File: src/rtl/ti_s4_pkg.sv
// Shared constants for the 3-share threshold-implementation 4-bit S-box pipeline:
// ANF term lists for the quadratic stage functions G and F, the reference S-box and index helpers.
package ti_s4_pkg;

  localparam int SHARES = 3;
  localparam int NIB_W  = 4;
  localparam int LANE_W = SHARES * NIB_W;
  localparam int RND_W  = 8;
  localparam int NPAIR  = 6;

  typedef enum logic {
    FUNC_G = 1'b0,
    FUNC_F = 1'b1
  } stage_func_e;

  // One output coordinate in ANF: constant, linear terms, quadratic pair terms.
  typedef struct packed {
    logic             cst;
    logic [NIB_W-1:0] lin;
    logic [NPAIR-1:0] quad;
  } anf_t;

  typedef anf_t [NIB_W-1:0] anf_set_t;

  // Bit naming: b3=x (msb), b2=y, b1=z, b0=w. Pair order: 0:xy 1:xz 2:xw 3:yz 4:yw 5:zw.
  // S = F(G(x)) with both stages quadratic.
  localparam anf_set_t ANF_G = {
    anf_t'{1'b0, 4'b0111, 6'b000000},  // g3 = y^z^w
    anf_t'{1'b1, 4'b0110, 6'b000000},  // g2 = 1^y^z
    anf_t'{1'b1, 4'b1010, 6'b110000},  // g1 = 1^x^z^yw^zw
    anf_t'{1'b1, 4'b0001, 6'b001011}   // g0 = 1^w^xy^xz^yz
  };

  localparam anf_set_t ANF_F = {
    anf_t'{1'b0, 4'b0111, 6'b000100},  // f3 = y^z^w^xw
    anf_t'{1'b0, 4'b1000, 6'b100000},  // f2 = x^zw
    anf_t'{1'b0, 4'b0110, 6'b000100},  // f1 = y^z^xw
    anf_t'{1'b0, 4'b0010, 6'b010000}   // f0 = z^yw
  };

  localparam logic [3:0] SBOX [16] = '{
    4'hC, 4'h5, 4'h6, 4'hB, 4'h9, 4'h0, 4'hA, 4'hD,
    4'h3, 4'hE, 4'hF, 4'h8, 4'h4, 4'h7, 4'h1, 4'h2
  };

  function automatic int pair_hi(input int p);
    case (p)
      0, 1, 2: pair_hi = 3;
      3, 4:    pair_hi = 2;
      default: pair_hi = 1;
    endcase
  endfunction

  function automatic int pair_lo(input int p);
    case (p)
      0:       pair_lo = 2;
      1, 3:    pair_lo = 1;
      default: pair_lo = 0;
    endcase
  endfunction

  function automatic int bit_idx(input int lane, input int share, input int b);
    bit_idx = lane * LANE_W + share * NIB_W + b;
  endfunction

endpackage

File: src/rtl/ti_sbox4_pipe_stage.sv
// One lane, one stage of the shared S-box: purely combinational 3-share evaluation of G or F.
// Output share j depends only on input shares j+1 and j+2 (mod 3).
module ti_s4_stage
  import ti_s4_pkg::*;
#(
  parameter stage_func_e FUNC = FUNC_G
) (
  input  logic [LANE_W-1:0] x_i,
  output logic [LANE_W-1:0] y_o
);

  localparam anf_set_t ANF = (FUNC == FUNC_G) ? ANF_G : ANF_F;

  logic [NIB_W-1:0] a;
  logic [NIB_W-1:0] b;
  logic             t;

  // Quadratic term uv over shares {a,b}: uv = ua*va ^ ua*vb ^ ub*va; the bb term lives in another share.
  always_comb begin
    y_o = '0;
    a   = '0;
    b   = '0;
    t   = 1'b0;
    for (int o = 0; o < SHARES; o++) begin
      a = x_i[((o + 1) % SHARES) * NIB_W +: NIB_W];
      b = x_i[((o + 2) % SHARES) * NIB_W +: NIB_W];
      for (int c = 0; c < NIB_W; c++) begin
        t = (o == 0) ? ANF[c].cst : 1'b0;
        t = t ^ (^(ANF[c].lin & a));
        for (int p = 0; p < NPAIR; p++) begin
          if (ANF[c].quad[p]) begin
            t = t ^ (a[pair_hi(p)] & a[pair_lo(p)])
                  ^ (a[pair_hi(p)] & b[pair_lo(p)])
                  ^ (b[pair_hi(p)] & a[pair_lo(p)]);
          end
        end
        y_o[o * NIB_W + c] = t;
      end
    end
  end

endmodule

File: src/rtl/ti_sbox4_pipe.sv
// Multi-lane 3-share TI S-box: G stage, register (with optional remask), F stage, register,
// joined by an elastic two-entry valid/ready pipeline.
module ti_sbox4_pipe
  import ti_s4_pkg::*;
#(
  parameter int unsigned LANES   = 4,
  parameter int unsigned SHARES  = 3,
  parameter bit          REFRESH = 1'b1
) (
  input  logic                         clk,
  input  logic                         rst_n,
  input  logic                         in_valid,
  output logic                         in_ready,
  input  logic [LANES*LANE_W-1:0]      in_data,
  input  logic [LANES*RND_W-1:0]       rnd,
  output logic                         out_valid,
  input  logic                         out_ready,
  output logic [LANES*LANE_W-1:0]      out_data,
  output logic                         busy
);

  localparam int DW = int'(LANES) * LANE_W;

  if (SHARES != 3) begin : g_bad_shares
    $error("ti_sbox4_pipe: SHARES must be 3");
  end
  if (LANES < 1 || LANES > 16) begin : g_bad_lanes
    $error("ti_sbox4_pipe: LANES must be 1..16");
  end

  logic          s1_valid_q, s1_valid_d;
  logic          s2_valid_q, s2_valid_d;
  logic [DW-1:0] s1_data_q, s1_data_d;
  logic [DW-1:0] s2_data_q, s2_data_d;
  logic [DW-1:0] g_out, f_out, mask;
  logic          s1_load, s2_load;

  for (genvar l = 0; l < int'(LANES); l++) begin : g_lane
    logic [NIB_W-1:0] r0, r1;
    assign r0 = rnd[l*RND_W +: NIB_W];
    assign r1 = rnd[l*RND_W + NIB_W +: NIB_W];
    // Mask shares XOR to zero, so the unshared value is untouched.
    assign mask[l*LANE_W +: LANE_W] = REFRESH ? {r0 ^ r1, r1, r0} : '0;

    ti_s4_stage #(.FUNC(FUNC_G)) u_g (
      .x_i (in_data[l*LANE_W +: LANE_W]),
      .y_o (g_out[l*LANE_W +: LANE_W])
    );

    ti_s4_stage #(.FUNC(FUNC_F)) u_f (
      .x_i (s1_data_q[l*LANE_W +: LANE_W]),
      .y_o (f_out[l*LANE_W +: LANE_W])
    );
  end

  assign s2_load  = s1_valid_q && (!s2_valid_q || out_ready);
  assign in_ready = !s1_valid_q || !s2_valid_q || out_ready;
  assign s1_load  = in_valid && in_ready;

  always_comb begin
    s1_valid_d = s1_load || (s1_valid_q && !s2_load);
    s2_valid_d = s2_load || (s2_valid_q && !out_ready);
    s1_data_d  = s1_load ? (g_out ^ mask) : s1_data_q;
    s2_data_d  = s2_load ? f_out : s2_data_q;
  end

  always_ff @(posedge clk) begin
    if (!rst_n) begin
      s1_valid_q <= 1'b0;
      s2_valid_q <= 1'b0;
      s1_data_q  <= '0;
      s2_data_q  <= '0;
    end else begin
      s1_valid_q <= s1_valid_d;
      s2_valid_q <= s2_valid_d;
      s1_data_q  <= s1_data_d;
      s2_data_q  <= s2_data_d;
    end
  end

  assign out_valid = s2_valid_q;
  assign out_data  = s2_data_q;
  assign busy      = s1_valid_q || s2_valid_q;

endmodule
File: config.mk
export PLATFORM = sky130hd
export DESIGN_NAME = ti_sbox4_pipe
export DESIGN_NICKNAME = d
export VERILOG_FILES = /design/src/rtl/ti_s4_pkg.sv /design/src/rtl/ti_sbox4_pipe_stage.sv /design/src/rtl/ti_sbox4_pipe.sv
export SDC_FILE = /design/constraint.sdc
export NUM_CORES = 1
export LEC_CHECK = 0
export CAP_MARGIN = 20
export CELL_PAD_IN_SITES_DETAIL_PLACEMENT = 1
export CELL_PAD_IN_SITES_GLOBAL_PLACEMENT = 1
export CORE_MARGIN = 4
export CORE_UTILIZATION = 25
export CTS_CLUSTER_DIAMETER = 60
export DETAILED_ROUTE_END_ITERATION = 12
export PLACE_DENSITY_LB_ADDON = 0.1
export SYNTH_ARGS = -nofsm -noshare
export SYNTH_HDL_FRONTEND = slang
export SYNTH_SLANG_ARGS = --single-unit
export TNS_END_PERCENT = 1
File: constraint.sdc
create_clock -name clk -period 2.25 [get_ports clk]
set_clock_uncertainty 0.2 [all_clocks]
set_input_delay 0.225 -clock clk [delete_from_list [all_inputs] [get_ports clk]]
set_output_delay 0.225 -clock clk [all_outputs]
set_load 0.01 [all_outputs]
==> impl_metrics.json, run 1 <==
{
  "synth_xor_area_share_pct": 30.8,
  "cts_setup_buffers": 0,
  "synth_edf_count": 0,
  "grt_pass1_wl_um": 40300,
  "cp.depth": 4,
  "synth_seq_area_share_pct": 23.1,
  "path_cells": "nor2b_1, nand2_1, buf_4, clkdlybuf4s50_1",
  "yosys_warnings": 0,
  "setup_viol": 0,
  "cp-start-kind": "flip-flop",
  "max_freq_ghz": 0.494,
  "rr_worst_depth": 5,
  "p_per_area_nw_per_um2": 563,
  "fillers": 4000,
  "rsz0062_at_grt": "no",
  "place.gp.congestion": 0.735,
  "hold_path_class": "input pin to flip-flop",
  "clock-sinks": 98,
  "drc": 0,
  "hold-path-cell-count": 4,
  "path_max_fanout": 3,
  "cpMaxStageDelayCell": "clkdlybuf4s50_1",
  "end_kind": "output pin",
  "clock_latency_ps": 350,
  "holdWs_ps": 118,
  "slew_violations": 0,
  "synth-adder-area-share_pct": 7.08,
  "hpwl_um": 19700,
  "area_growth_pct": 30.5,
  "worstMarginPinSlew_ps": 559,
  "ys_async_sr_fraction_pct": 0,
  "yosys_register_bits": 98,
  "syn_area_um2": 8480,
  "numCtsBuffers": 9,
  "ir_worst_vdd_uv": 195,
  "port_buffers": 134,
  "row_count": 67,
  "fin_nets": 1339,
  "finalSetupTns_ps": 0,
  "finalHoldViolCount": 0,
  "antenna_cells": 0,
  "cp_data_arrival_time_ps": 1600,
  "synthesis.nets": 1181,
  "netlist_instances": 1049,
  "grt_util_met1_pct": 18.2,
  "clk_pin_slew_ps": 70,
  "power_leakage_nw": 4.35,
  "synthMuxAreaShare_pct": 3.75,
  "yosys.cell_types.count": 43,
  "busiest_layer": "met2",
  "start_util_pct": 25.3,
  "min_period_over_period_pct": 90.0,
  "dr.pass1.iters": 5,
  "ios": 135,
  "clockBufferDepth": 2,
  "fp.dieW_um": 192,
  "cts.hold.buffers_added": 0,
  "cts_tree": "yes",
  "maxCapViolations": 0,
  "use_met3_pct": 1.36,
  "status": "finished, final reports clean",
  "synth-simple-area-share_pct": 15.8,
  "syn_avg_cell_area_um2": 8.08,
  "cp_slowest_stage_delay_ps": 470,
  "antenna_found_initial": 1,
  "viasPerCell": 4.46,
  "critical_path_buf_inv_count": 2,
  "overflow": 0,
  "fin_crit_ps": 2020,
  "vias": 7407,
  "dieArea_um2": 36900,
  "wl_per_cell_um": 14.8,
  "synth_top_family_by_area": "XOR/XNOR gates",
  "critPathKind": "flip-flop to output pin",
  "core_area_um2": 33500,
  "grt.met2_usage_pct": 23.6,
  "drive_gt1_share_pct": 10.7,
  "required_ps": 1820,
  "finalWirelength_um": 24600,
  "cts-root-buf": "clkbuf_16",
  "ant_nets": 0,
  "fp.dieH_um": 192,
  "synth_compound_area_share_pct": 15.1,
  "drt_iter0_drc": 180,
  "grt_max_degree": 56,
  "path_delay_family": "buffers and inverters",
  "max_slew_margin_pct": 62.7,
  "ys.flop_type": "dfxtp_1",
  "track_usage_pct": 13.5,
  "htree_num_levels": 3,
  "cts_resized": 0,
  "grt_pass1_vias": 7549
}
synth_stat cells (2+ instances only):
library cell  count  area, µm²
a2bb2o_1          2       20.0
nor2b_1           8       50.1
clkbuf_1         39        146
nand3_1          17       85.1
a32oi_1           6       52.6
o211a_1          23        230
nand2_1         159        597
dfxtp_1          98       1960
xnor2_1         223       1950
xor2_1           67        587
nor3_1            2       10.0
a21boi_0         16        120
or3_1             6       37.5
ha_1             48        601
a21oi_1          67        335
a31oi_1           2       12.5
xor3_1            2       47.6
nor2_1           42        158
mux2_2           22        248
buf_2            32        160
nand3b_1          5       37.5
mux2i_1           7       70.1
o221ai_1          5       43.8
buf_4             3       22.5
a311oi_1          2       17.5
and2_1           14       87.6
a21o_1            2       15.0
o21ai_0          58        290
inv_1             9       33.8
a22oi_1          13       97.6
nand4_1           5       31.3
nand2b_1         34        213
state kept, by name, indices dropped and copies added, names as in the netlist:
signal	flops
out_data	48
out_valid	1
s1_data_q	48
s1_valid_q	1
cell type report:
type,count,area [µm²],area share [%]
multi-input combinational,867,6160,55.6
clock buffer,11,243,2.19
tap,448,561,5.06
clock inverter,5,38.8,0.350
sequential,98,1960,17.7
inverter,9,33.8,0.305
timing repair buffer,222,2070,18.7
worst paths after layout:
path	startpoint	endpoint	slack, ps
worst min register to register	out_data[6]	out_data[6]	300
worst max register to register	s1_data_q[32]	out_data[29]	350
worst min-delay path	rst_n	s1_data_q[29]	120
worst max-delay path	out_valid	in_ready	230
tightest hold or removal path, stage by stage:
cell and delay [ps]:
buf_2 110, nand2_1 70, buf_4 140, o21ai_0 80
placed cells by master, fill, tap and decap left out, types with 42 or more instances in the layout:
cell type and instances:
clkdlybuf4s50_1 133, nor2_1 42, a21oi_1 67, buf_4 82, dfxtp_1 98, o21ai_0 58
ha_1 48, xor2_1 67, nand2_1 159, xnor2_1 223
layer usage:
metal | routed length [µm] | vias to the layer above
li1 | - | 3809
met1 | 11900 | 3514
met2 | 12000 | 74
met3 | 470 | 10
met4 | 156 | 0
met5 | 0 | -
stage by stage:
stage | worst slack (ps) | util (%) | instances | area, µm² | power [mW]
after detailed placement | -39.0 | 32.2 | 1644 | 10800 | 4.83
final | 225 | 33.0 | 1660 | 11100 | 6.23
after global routing | 119 | 33.0 | 1660 | 11100 | 6.77
after CTS | 196 | 33.0 | 1660 | 11100 | 6.41
after global placement | -49.3 | 32.2 | 1644 | 10800 | 4.80
after floorplan | 433 | - | 1049 | 8480 | 3.90
power breakdown:
group / switching, mW / total [mW] / internal (mW)
registers: 0.260 / 2.18 / 1.92
clock network: 0.725 / 1.51 / 0.787
logic: 1.17 / 2.54 / 1.38
cells by family after synthesis:
logic type | after synthesis
simple gates | 296
xor+xnor | 293
compound gates | 201
flops | 98
buf+inv | 84
fa+ha+maj | 48
mux | 29
(Power assumes the default switching activity.)
==> run 2, diff against run 1 <==
--- a/config.mk
+++ b/config.mk
@@ -8,11 +8,11 @@
 export CAP_MARGIN = 20
 export CELL_PAD_IN_SITES_DETAIL_PLACEMENT = 1
 export CELL_PAD_IN_SITES_GLOBAL_PLACEMENT = 1
-export CORE_MARGIN = 4
 export CORE_UTILIZATION = 25
 export CTS_CLUSTER_DIAMETER = 60
 export DETAILED_ROUTE_END_ITERATION = 12
 export PLACE_DENSITY_LB_ADDON = 0.1
+export SKIP_CTS_REPAIR_TIMING = 1
 export SYNTH_ARGS = -nofsm -noshare
 export SYNTH_HDL_FRONTEND = slang
 export SYNTH_SLANG_ARGS = --single-unit
==> run 2 against run 1 <==
Against the previous run:
- die area shrank 6.1%
- clock power increased by 14%
- combinational power hardly changed
- critical endpoint unchanged
- highest routed layer unchanged
- sequential power about the same
- critical path depth unchanged
- power increased by 3.2%
- core utilization is 0.10 points higher
- first-iteration DRC count shrank 18%
- register-to-register slack got worse by 40 ps
- wire length fell by 1.3%
- final cell count decreased by 0.24%
==> impl_metrics.json, run 2 (synthesis gave the netlist of run 1 again) <==
{
  "clk_pin_slew_ps": 80,
  "dr.pass1.iters": 4,
  "clock_latency_ps": 350,
  "grt_pass1_wl_um": 40100,
  "stdcell_count": 1656,
  "vias": 7406,
  "track_usage_pct": 14.6,
  "p_switching_mw": 2.14,
  "maxCapViolations": 0,
  "end_kind": "output pin",
  "final_cell_mix": "xnor2_1 (223), nand2_1 (159), clkdlybuf4s50_1 (133)",
  "path_max_fanout": 3,
  "numCtsBuffers": 9,
  "max_slew_margin_pct": 63.1,
  "layout_commonest_cell": "xnor2_1",
  "required_ps": 1820,
  "rrSetupSlack_ps": 310,
  "drt_iter0_drc": 147,
  "finalSetupTns_ps": 0,
  "max_freq_ghz": 0.491,
  "p_per_area_nw_per_um2": 581,
  "cp_data_arrival_time_ps": 1610,
  "hold_path_class": "input pin to flip-flop",
  "antenna_cells": 0,
  "grt_pass1_vias": 7706,
  "row_count": 67,
  "core_area_um2": 33400,
  "power_leakage_nw": 4.36,
  "power.share.clock_pct": 26.7,
  "slew_violations": 0,
  "hold-path-cell-count": 3,
  "cp-start-kind": "flip-flop",
  "clockBufferDepth": 2,
  "ios": 135,
  "area_growth_pct": 30.6,
  "ant_nets": 0,
  "drc": 0,
  "status": "finished, final reports clean",
  "cts_tree": "yes",
  "viasPerCell": 4.47,
  "antenna_found_initial": 1,
  "fin_nets": 1337,
  "pwr-share-seq_pct": 34.0,
  "start_util_pct": 25.3,
  "wl_per_cell_um": 14.6,
  "overflow": 0,
  "finalHoldViolCount": 0,
  "min_period_over_period_pct": 90.5,
  "rsz0062_at_grt": "no",
  "dp_cells": 1642,
  "fp.dieW_um": 186,
  "place.gp.congestion": 0.733,
  "drive_gt1_share_pct": 10.5,
  "hpwl_um": 19400,
  "clock-sinks": 98,
  "intPower_mw": 4.29,
  "ir_worst_vdd_uv": 282,
  "dieArea_um2": 34700,
  "worstMarginPinSlew_ps": 554,
  "setup_viol": 0,
  "pwr-share-comb_pct": 39.4,
  "fp.dieH_um": 186,
  "cts-root-buf": "clkbuf_16",
  "grt_max_degree": 55,
  "finalWirelength_um": 24300,
  "htree_num_levels": 3,
  "layout.core_utilization_pct": 33.1,
  "swShare_pct": 33.3,
  "fin_crit_ps": 2040,
  "port_buffers": 134,
  "critPathKind": "flip-flop to output pin",
  "rr_worst_depth": 5
}
## run 2: changes by cell type in the layout (fill, tap and decap cells not counted), sizes merged
| cell | delta |
|---|---|
| clkbuf | -1 |
| clkinvlp | -3 |
| bufinv | +2 |
| buf | -2 |
## run 2: per-layer routing
metal,up-vias,share of wire (%),global-route usage (%)
met2,88,48,26.2
li1,3805,-,-
met5,-,0,0
met3,15,2.1,1.42
met4,0,0.95,3.34
met1,3498,49,18.8
## run 2: power by group through the flow
| stage | Combinational (mW) | Clock, mW | Sequential [mW] |
|---|---|---|---|
| after global routing | 2.84 | 1.85 | 2.23 |
| after detailed placement | 2.58 | 0 | 2.24 |
| after global placement | 2.55 | 0 | 2.23 |
| after floorplan | 1.75 | 0 | 2.15 |
| after CTS | 2.60 | 1.79 | 2.20 |
| final | 2.53 | 1.72 | 2.18 |
## run 2: stage by stage
step / power (mW) / cell area (µm²) / hold slack (ps) / setup slack, ps
global placement: 4.79 / 10800 / 281 / -59.9
global route: 6.92 / 11100 / 190 / 125
CTS: 6.59 / 11100 / 169 / 201
detailed placement: 4.82 / 10800 / 287 / -76.6
finish: 6.43 / 11100 / 180 / 215
floorplan: 3.90 / 8480 / 164 / 433
## run 2: final timing paths
check,startpoint,to
max reg2reg,s1_data_q[8],out_data[7]
min reg2reg,out_data[14],out_data[14]
min,rst_n,out_data[10]
max,out_valid,in_ready
## run 2: final cells by class
class                           instances  area (µm²)
Clock buffer                           10         239
Clock inverter                          4        76.3
Fill cell                            3961       22400
Inverter                                9        33.8
Multi-Input combinational cell        867        6160
Sequential cell                        98        1960
Tap cell                              448         561
Timing Repair Buffer                  220        2040
## run 2: worst max-delay path, stage by stage (launching register included)
cell and delay (ps):
dfxtp_1 340, nor2b_1 210, nand2_1 100, buf_4 150
clkdlybuf4s50_1 470
